<file path="src/rtl/bomb_sequence_ctrl.sv">
// Round controller for the sequence-memory bomb module: draws a random 4-symbol
// target, shows it, collects the player's entry, and tracks strikes to defuse/explode.
module bomb_sequence_ctrl #(
  parameter int          SHOW_CYCLES  = 1000,
  parameter int          ENTRY_CYCLES = 4000,
  parameter int          MAX_STRIKES  = 3,
  parameter logic [15:0] SEED         = 16'hACE1
) (
  input  logic        clk,
  input  logic        reset,
  input  logic        start,
  input  logic        btn_move,
  input  logic        btn_next,
  output logic        display,
  output logic [15:0] seq_target,
  output logic [15:0] entry,
  output logic [1:0]  entry_pos,
  output logic [1:0]  strikes,
  output logic        busy,
  output logic        defused,
  output logic        exploded
);

  localparam int CNT_MAX = (SHOW_CYCLES > ENTRY_CYCLES) ? SHOW_CYCLES : ENTRY_CYCLES;
  localparam int CW      = $clog2(CNT_MAX + 1);
  localparam logic [CW-1:0] SHOW_LOAD  = CW'(SHOW_CYCLES - 1);
  localparam logic [CW-1:0] ENTRY_LOAD = CW'(ENTRY_CYCLES - 1);
  localparam logic [1:0]    STRIKE_LIM = 2'(MAX_STRIKES);

  typedef enum logic [2:0] {
    IDLE, GEN, SHOW, ENTER, CHECK, DEFUSED, EXPLODED
  } state_t;

  state_t        state;
  logic [15:0]   lfsr;
  logic [CW-1:0] cnt;
  logic          start_q, move_q, next_q;
  logic          start_p, move_p, next_p;
  logic [15:0]   entry_rot;
  logic [15:0]   target_gen;
  logic [1:0]    strikes_inc;

  function automatic logic [3:0] sym_map(input logic [1:0] v);
    logic [3:0] s;
    case (v)
      2'd0:    s = 4'b1110;
      2'd1:    s = 4'b1101;
      2'd2:    s = 4'b1011;
      2'd3:    s = 4'b0111;
      default: s = 4'b1110;
    endcase
    return s;
  endfunction

  function automatic logic [3:0] sym_rot(input logic [3:0] d);
    return {d[2:0], d[3]};
  endfunction

  // Taps 16,14,13,11 of x^16+x^14+x^13+x^11+1, shifting towards the MSB.
  function automatic logic [15:0] lfsr_step(input logic [15:0] l);
    return {l[14:0], l[15] ^ l[13] ^ l[12] ^ l[10]};
  endfunction

  assign start_p     = start    & ~start_q;
  assign move_p      = btn_move & ~move_q;
  assign next_p      = btn_next & ~next_q;
  assign strikes_inc = strikes + 2'd1;
  assign target_gen  = {sym_map(lfsr[7:6]), sym_map(lfsr[5:4]),
                        sym_map(lfsr[3:2]), sym_map(lfsr[1:0])};

  always_comb begin
    entry_rot = entry;
    case (entry_pos)
      2'd0:    entry_rot[3:0]   = sym_rot(entry[3:0]);
      2'd1:    entry_rot[7:4]   = sym_rot(entry[7:4]);
      2'd2:    entry_rot[11:8]  = sym_rot(entry[11:8]);
      2'd3:    entry_rot[15:12] = sym_rot(entry[15:12]);
      default: entry_rot = entry;
    endcase
  end

  always_ff @(posedge clk) begin
    if (reset) begin
      state      <= IDLE;
      lfsr       <= SEED;
      cnt        <= '0;
      start_q    <= 1'b0;
      move_q     <= 1'b0;
      next_q     <= 1'b0;
      display    <= 1'b0;
      seq_target <= 16'hFFFF;
      entry      <= 16'hEEEE;
      entry_pos  <= 2'd0;
      strikes    <= 2'd0;
      busy       <= 1'b0;
      defused    <= 1'b0;
      exploded   <= 1'b0;
    end else begin
      lfsr    <= lfsr_step(lfsr);
      start_q <= start;
      move_q  <= btn_move;
      next_q  <= btn_next;
      case (state)
        IDLE: begin
          if (start_p) begin
            state <= GEN;
            busy  <= 1'b1;
          end
        end
        GEN: begin
          seq_target <= target_gen;
          strikes    <= 2'd0;
          display    <= 1'b1;
          cnt        <= SHOW_LOAD;
          state      <= SHOW;
        end
        SHOW: begin
          if (cnt == '0) begin
            state     <= ENTER;
            display   <= 1'b0;
            entry     <= 16'hEEEE;
            entry_pos <= 2'd0;
            cnt       <= ENTRY_LOAD;
          end else begin
            cnt <= cnt - 1'b1;
          end
        end
        ENTER: begin
          // Next beats both a simultaneous move and an expiring timer.
          if (next_p) begin
            if (entry_pos == 2'd3) state <= CHECK;
            else                   entry_pos <= entry_pos + 2'd1;
            if (cnt != '0) cnt <= cnt - 1'b1;
          end else if (cnt == '0) begin
            state <= CHECK;
          end else begin
            if (move_p) entry <= entry_rot;
            cnt <= cnt - 1'b1;
          end
        end
        CHECK: begin
          if (entry == seq_target) begin
            state   <= DEFUSED;
            defused <= 1'b1;
            busy    <= 1'b0;
          end else if (strikes_inc == STRIKE_LIM) begin
            state    <= EXPLODED;
            strikes  <= strikes_inc;
            exploded <= 1'b1;
            busy     <= 1'b0;
          end else begin
            state   <= SHOW;
            strikes <= strikes_inc;
            display <= 1'b1;
            cnt     <= SHOW_LOAD;
          end
        end
        DEFUSED, EXPLODED: begin
          if (start_p) begin
            state    <= GEN;
            busy     <= 1'b1;
            defused  <= 1'b0;
            exploded <= 1'b0;
            strikes  <= 2'd0;
          end
        end
        default: state <= IDLE;
      endcase
    end
  end

endmodule

</file>
<file path="config.mk">
export PLATFORM = sky130hd
export DESIGN_NAME = bomb_sequence_ctrl
export DESIGN_NICKNAME = d
export VERILOG_FILES = /design/src/rtl/bomb_sequence_ctrl.sv
export SDC_FILE = /design/constraint.sdc
export NUM_CORES = 1
export LEC_CHECK = 0
export CAP_MARGIN = 20
export CORE_MARGIN = 1
export CORE_UTILIZATION = 40
export DETAILED_ROUTE_END_ITERATION = 7
export HOLD_SLACK_MARGIN = 0.03
export PLACE_DENSITY = 0.57
export SLEW_MARGIN = 20
export SYNTH_ARGS = -nofsm -noshare
export SYNTH_HDL_FRONTEND = slang
export SYNTH_SLANG_ARGS = --single-unit
</file>
<file path="constraint.sdc">
create_clock -name clk -period 2.2 [get_ports clk]
set_input_delay 0.44 -clock clk [delete_from_list [all_inputs] [get_ports clk]]
set_output_delay 0.44 -clock clk [all_outputs]
set_load 0.01 [all_outputs]
</file>
## After elaboration in Yosys (flattened, before gate mapping)

Cells that the tools add are included.

| storage, ports and cells | value |
|---|---|
| logic and storage cells | 150 |
| input port bits | 5 |
| flip-flop bits (word level) | 74 |
| output and inout port bits | 40 |

| operators by class | value |
|---|---|
| equality and inequality tests | 44 |
| add/sub/neg operators | 3 |
| mux-type cells | 49 |
| bitwise logic cells | 9 |
| reductions and logical operators | 28 |

Operators by type and width:

| kind | number |
|---|---|
| 2-to-1 mux 12 bit | 6 |
| 2-to-1 mux 16 bit | 4 |
| one-hot mux 4 bit (4 select lines) | 4 |
| one-hot mux 12 bit (4 select lines) | 1 |
| one-hot mux 16 bit (2 select lines) | 1 |
| != test 2 bit (second input constant) | 12 |
| AND reduction 6 bit | 4 |
| equality test 2 bit (second input constant) | 11 |
| 2-to-1 mux 3 bit | 7 |
| equality test 16 bit | 1 |
| 2-to-1 mux 4 bit | 4 |
| AND reduction 4 bit | 4 |
| != test 3 bit (second input constant) | 5 |
| one-hot mux 3 bit (5 select lines) | 1 |
| logical NOT 12 bit | 1 |
| nonzero test 12 bit | 1 |
| subtractor 12 x 1 -> 12 bit (second input constant) | 1 |
| equality test 2 x 1 -> 1 bit (second input constant) | 5 |
| logical NOT 2 bit | 5 |
| 2-to-1 mux 1 bit | 10 |
| 2-to-1 mux 2 bit | 5 |
| equality test 3 bit (second input constant) | 3 |
| AND reduction 3 bit | 3 |
| != test 2 x 1 -> 1 bit (second input constant) | 4 |
| 17 further kinds | 30 |

## Depth between registers and ports, before layout

Gate-level depths: netlist of run 1.

| depth | value |
|---|---|
| depth in word-level cells | 6 |
| gate-level depth with buffers | 9 |
| depth with buffers taken out | 8 |

## Worst setup path after synthesis of run 1

Ideal clock, no wire load.

| timing | value |
|---|---|
| path type | register to register |
| from | register cnt[0] |
| to | register entry[5] |
| required time | 2.064 ns |
| path slack | 0.328 ns |
| cell stages (with the launch flop) | 10 |
| library setup time | 0.136 ns |
| buffers on the path | 1 |
| arrival time | 1.736 ns |
| period minus slack after synthesis | 1.872 ns |
| path through | dfxtp_1 -> inv_1 -> ha_1 -> nor4b_2 -> nand3_4 -> buf_6 -> nor2_4 -> o21ai_1 -> nor4_1 -> a21oi_1 |

| between the ends | value |
|---|---|
| cells in the longest elaborated chain, start to end | 3 |
| elaborated cells between the ends (all ways) | 4 |
| classes of those cells | eq/ne (2); reduce/logical (2) |

Ends and longest elaborated chain:

| element | line | RTL |
|---|---|---|
| start, declared | 36 | `logic [CW-1:0] cnt;` |
| start signal, assigned | 125 | `cnt <= cnt - 1'b1;` |
| start signal, assigned | 133 | `if (cnt != '0) cnt <= cnt - 1'b1;` |
| start signal, assigned | 138 | `cnt <= cnt - 1'b1;` |
| logical NOT 12 bit * | 118, 134 |  |
| != test 2 bit (no line) | - |  |
| AND reduction 6 bit (no line) * | - |  |
| end signal, assigned | 137 | `if (move_p) entry <= entry_rot;` |
| end, declared | 16 | `output logic [15:0] entry,` |

Mark *: on every way between the ends. The rest lies on a longest branch, timed or not.
A chain may end at the register's enable or synchronous reset.

## Worst setup path after layout of run 1

| timing | value |
|---|---|
| from | register entry[5] |
| to | register cnt[3] |

| between the ends | value |
|---|---|
| cells in the longest elaborated chain, start to end | 3 |

Ends and longest elaborated chain:

| element | line | RTL |
|---|---|---|
| equality test 16 bit | 142 | `if (entry == seq_target) begin` |
| != test 2 bit (no line) | - |  |
| AND reduction 5 bit (no line) | - |  |

No other way between the ends.

==> results.cfg, run 1 <==
[clock_network]
cts_inserted_buffers = 9
clk_latency_ns = 0.36
cts.root.buffer_cell = sky130_fd_sc_hd__clkbuf_8
ctsHtreeMaxLevel = 3
clock_transition_at_path_regs_ns = 0.08
cts.sinks = 74
ctsHoldBuffers = 0
cts_tree = yes
cts_max_path_buffers = 2

[routing]
drt_pre_antenna_iters = 4
via_count = 3140
routed_via_density = 5.39
drt-wirelength-per-cell_um = 15.4
drc = 0
drt_wl_total_um = 9000
drtAntennaViolNets = 0
drtIter0Drc = 162

[logic_synthesis]
synth_seq_area_share_pct = 43.3
yosys_register_bits = 74
synth_cell_types = 57
syn-num-nets = 411
synthFlopType = sky130_fd_sc_hd__dfxtp_1
syn_avg_cell_area_um2 = 8.58
yosysWarnings = 0
synth-async-reset-ratio_pct = 0
syn_area_um2 = 3420
synth-edff-count = 0
synthesis.instances = 399

[setup_path]
crit_family = compound AO/OA/AOI/OAI gates
worst_setup_path_start_kind = flip-flop
worst_setup_path_end_kind = flip-flop
cp_slowest_stage_delay_ns = 0.72
critical_path.cell_chain = xnor2_1 > nand4_1 > nor4_2 > o31ai_2 > o21ai_1 > a32o_1
ff2ff_path_depth = 6
crit-reg2reg-capture = cnt[3]$_SDFFE_PP0P_
worst-r2r-setup-slack_ns = 0.11
worstReg2RegStart = entry[5]$_SDFFE_PP1P_
timing.critical_path.arrival_ns = 2.35
cp.required_ns = 2.46
worst_path_max_delay_cell = sky130_fd_sc_hd__o31ai_2
worst-path-max-fanout = 10
worstSetupPathType = flip-flop to flip-flop
critical_path.n_buffers_inverters = 0

[global_routing]
number_of_global_route_vias_before_repair = 2877
grt_pass1_wl_um = 14600
grt_usage_pct = 21.7
grt_max_degree = 38
grt-ovfl-total = 0
antenna_violations_before_repair = 0

[die]
initial_core_util_pct = 41.5
top_level_i_o_count = 45
die-width_um = 94.5
rows = 33
fp.dieArea_um2 = 8930
fp.dieH_um = 94.5
coreArea_um2 = 8260

[sta]
slew-limit-headroom_pct = 43.5
worst_clock_skew_ns = 0.0116
fin_crit_ns = 2.09
grt_setup_unrepaired = true
totalNegativeSetupSlack_ns = 0
worst-slew-pin-transition_ns = 0.842
setup_viol_count_final = 0
final_hold_viol_count = 0
final.period_utilization_pct = 95.0
final_max_slew_viol_count = 0
max_freq_mhz = 479

[layout]
post_route_cells_drive_above_1_share_pct = 15.3
nets = 486
insertedDiodeCount = 0
util_after_layout_pct = 53.5
layout-area-overhead-vs-synth_pct = 29.1

[min_path]
worst_hold_path.num_cells = 2
hold_crit_endpoint = lfsr[3]$_SDFF_PP0_
worst_hold_startpoint = reset
hp-class = primary input to flip-flop

[power]
vdd.ir_drop.worst_mv = 0.533
leakage_nw = 1.65
power.density_cell_area_nw_per_um2 = 1080
power_w = 0.00479

[run_status]
status = finished clean

[placed_design]
port-buffer-count = 44
gpl.final_weighted_congestion = 0.870
detailedPlacementHpwl_um = 6520

[job]
timing.max_cap.violations = 0
==> per-stage QoR <==
step	cells	hold WS [ns]	cell area [um2]	setup WS, ns
4_1_cts	580	0.340	4390	0.0479
3_3_place_gp	565	0.394	4180	0.0452
6_report	583	0.355	4420	0.110
3_5_place_dp	565	0.399	4180	-0.0163
2_1_floorplan	399	0.389	3420	0.328
5_1_grt	583	0.353	4420	-0.0301
==> worst reg2reg max path, stage by stage, from the launching register on <==
cell	delay, ns
sky130_fd_sc_hd__dfxtp_1	0.44
sky130_fd_sc_hd__xnor2_1	0.13
sky130_fd_sc_hd__nand4_1	0.15
sky130_fd_sc_hd__nor4_2	0.09
sky130_fd_sc_hd__o31ai_2	0.72
sky130_fd_sc_hd__o21ai_1	0.16
sky130_fd_sc_hd__a32o_1	0.30
==> worst max-delay path by stage <==
stage	from	end	slack, ns	depth (start not counted)
final	entry[5]$_SDFFE_PP1P_	cnt[3]$_SDFFE_PP0P_	0.11	6
after global routing	cnt[1]$_SDFFE_PP0P_	cnt[3]$_SDFFE_PP0P_	-0.03	9
after CTS	entry[5]$_SDFFE_PP1P_	cnt[3]$_SDFFE_PP0P_	0.05	6
after detailed placement	btn_next	entry[5]$_SDFFE_PP1P_	-0.02	8
after global placement	btn_next	entry[10]$_SDFFE_PP1P_	0.05	8
after floorplan	cnt[0]$_SDFFE_PP0P_	entry[5]$_SDFFE_PP1P_	0.33	9
==> routing by layer <==
layer | global-route usage, % | up-vias | wire, um
met2 | 34.5 | 74 | 4130
met4 | 8.59 | 0 | 168
met1 | 28.9 | 1475 | 4330
li1 | - | 1578 | -
met3 | 4.43 | 13 | 372
met5 | 0 | - | 0
==> synth_stat cells (4+ instances only) <==
library cell / number / share of area, %
sky130_fd_sc_hd__a21oi_1: 32 / 4.7
sky130_fd_sc_hd__clkbuf_1: 15 / 1.6
sky130_fd_sc_hd__dfxtp_1: 74 / 43
sky130_fd_sc_hd__ha_1: 7 / 2.6
sky130_fd_sc_hd__inv_1: 7 / 0.77
sky130_fd_sc_hd__nand2_1: 30 / 3.3
sky130_fd_sc_hd__nand2b_1: 9 / 1.6
sky130_fd_sc_hd__nand3_1: 14 / 2.0
sky130_fd_sc_hd__nand3b_1: 8 / 1.8
sky130_fd_sc_hd__nand4_1: 4 / 0.73
sky130_fd_sc_hd__nor2_1: 39 / 4.3
sky130_fd_sc_hd__nor2b_1: 13 / 2.4
sky130_fd_sc_hd__nor3_1: 17 / 2.5
sky130_fd_sc_hd__nor4_1: 13 / 2.4
sky130_fd_sc_hd__o21ai_0: 29 / 4.2
sky130_fd_sc_hd__or2_2: 7 / 1.3
sky130_fd_sc_hd__xnor2_1: 18 / 4.6
sky130_fd_sc_hd__xor2_1: 5 / 1.3
==> flip-flops by register name, indices dropped and copies added (netlist names), 2 cells and up <==
name        flops
entry          16
lfsr           16
seq_target     16
cnt            12
state           3
entry_pos       2
strikes         2
==> area by class of cell <==
class                           count  area [um2]
Fill cell                         802        3840
Multi-Input combinational cell    297        1830
Sequential cell                    74        1480
Timing Repair Buffer               84         736
Tap cell                          105         131
Clock buffer                        9         124
Clock inverter                      6        90.1
Inverter                            8        30.0
==> repair_timing <==
item,in CTS,in global routing
hold endpoints to repair,0,0
buffers inserted,0,3
resized for setup,0,3
setup endpoints to repair,0,11
==> cell families after synthesis <==
logic type	Yosys count	synth area share, %
flip-flops	74	43.3
AO/OA/AOI/OAI	94	16.7
multiplexers	1	0.292
AND/OR/NAND/NOR	172	27.7
adder cells (fa/ha/maj)	7	2.56
buffers and inverters	28	3.58
XOR/XNOR	23	5.88
==> power breakdown <==
group | internal (W) | switching (W) | total (W)
Sequential | 0.00151 | 0.000216 | 0.00173
Combinational | 0.000811 | 0.00108 | 0.00189
Clock | 0.000636 | 0.000534 | 0.00117
Total | 0.00296 | 0.00183 | 0.00479
==> placed cells by master, fill, tap and decap left out, types with 8 or more instances in the layout <==
| cell type | synthesis | final |
|---|---|---|
| sky130_fd_sc_hd__nand3_1 | 14 | 14 |
| sky130_fd_sc_hd__nor2b_1 | 13 | 13 |
| sky130_fd_sc_hd__nand2_1 | 30 | 30 |
| sky130_fd_sc_hd__clkdlybuf4s50_1 | 0 | 43 |
| sky130_fd_sc_hd__nor2_1 | 39 | 39 |
| sky130_fd_sc_hd__dfxtp_1 | 74 | 74 |
| sky130_fd_sc_hd__buf_4 | 0 | 40 |
| sky130_fd_sc_hd__nand3b_1 | 8 | 8 |
| sky130_fd_sc_hd__a21oi_1 | 32 | 32 |
| sky130_fd_sc_hd__xnor2_1 | 18 | 18 |
| sky130_fd_sc_hd__nand2b_1 | 9 | 9 |
| sky130_fd_sc_hd__clkbuf_8 | 0 | 9 |
| sky130_fd_sc_hd__nor4_1 | 13 | 12 |
| sky130_fd_sc_hd__nor3_1 | 17 | 17 |
| sky130_fd_sc_hd__o21ai_0 | 29 | 27 |
No activity file was read; power rests on OpenSTA's default activity.
==> run 2: changes to the inputs <==
- CTS_CLUSTER_SIZE: unset -> 8
==> results of run 2 <==
The final DEF is identical to that of run 1; final timing and power are the same.
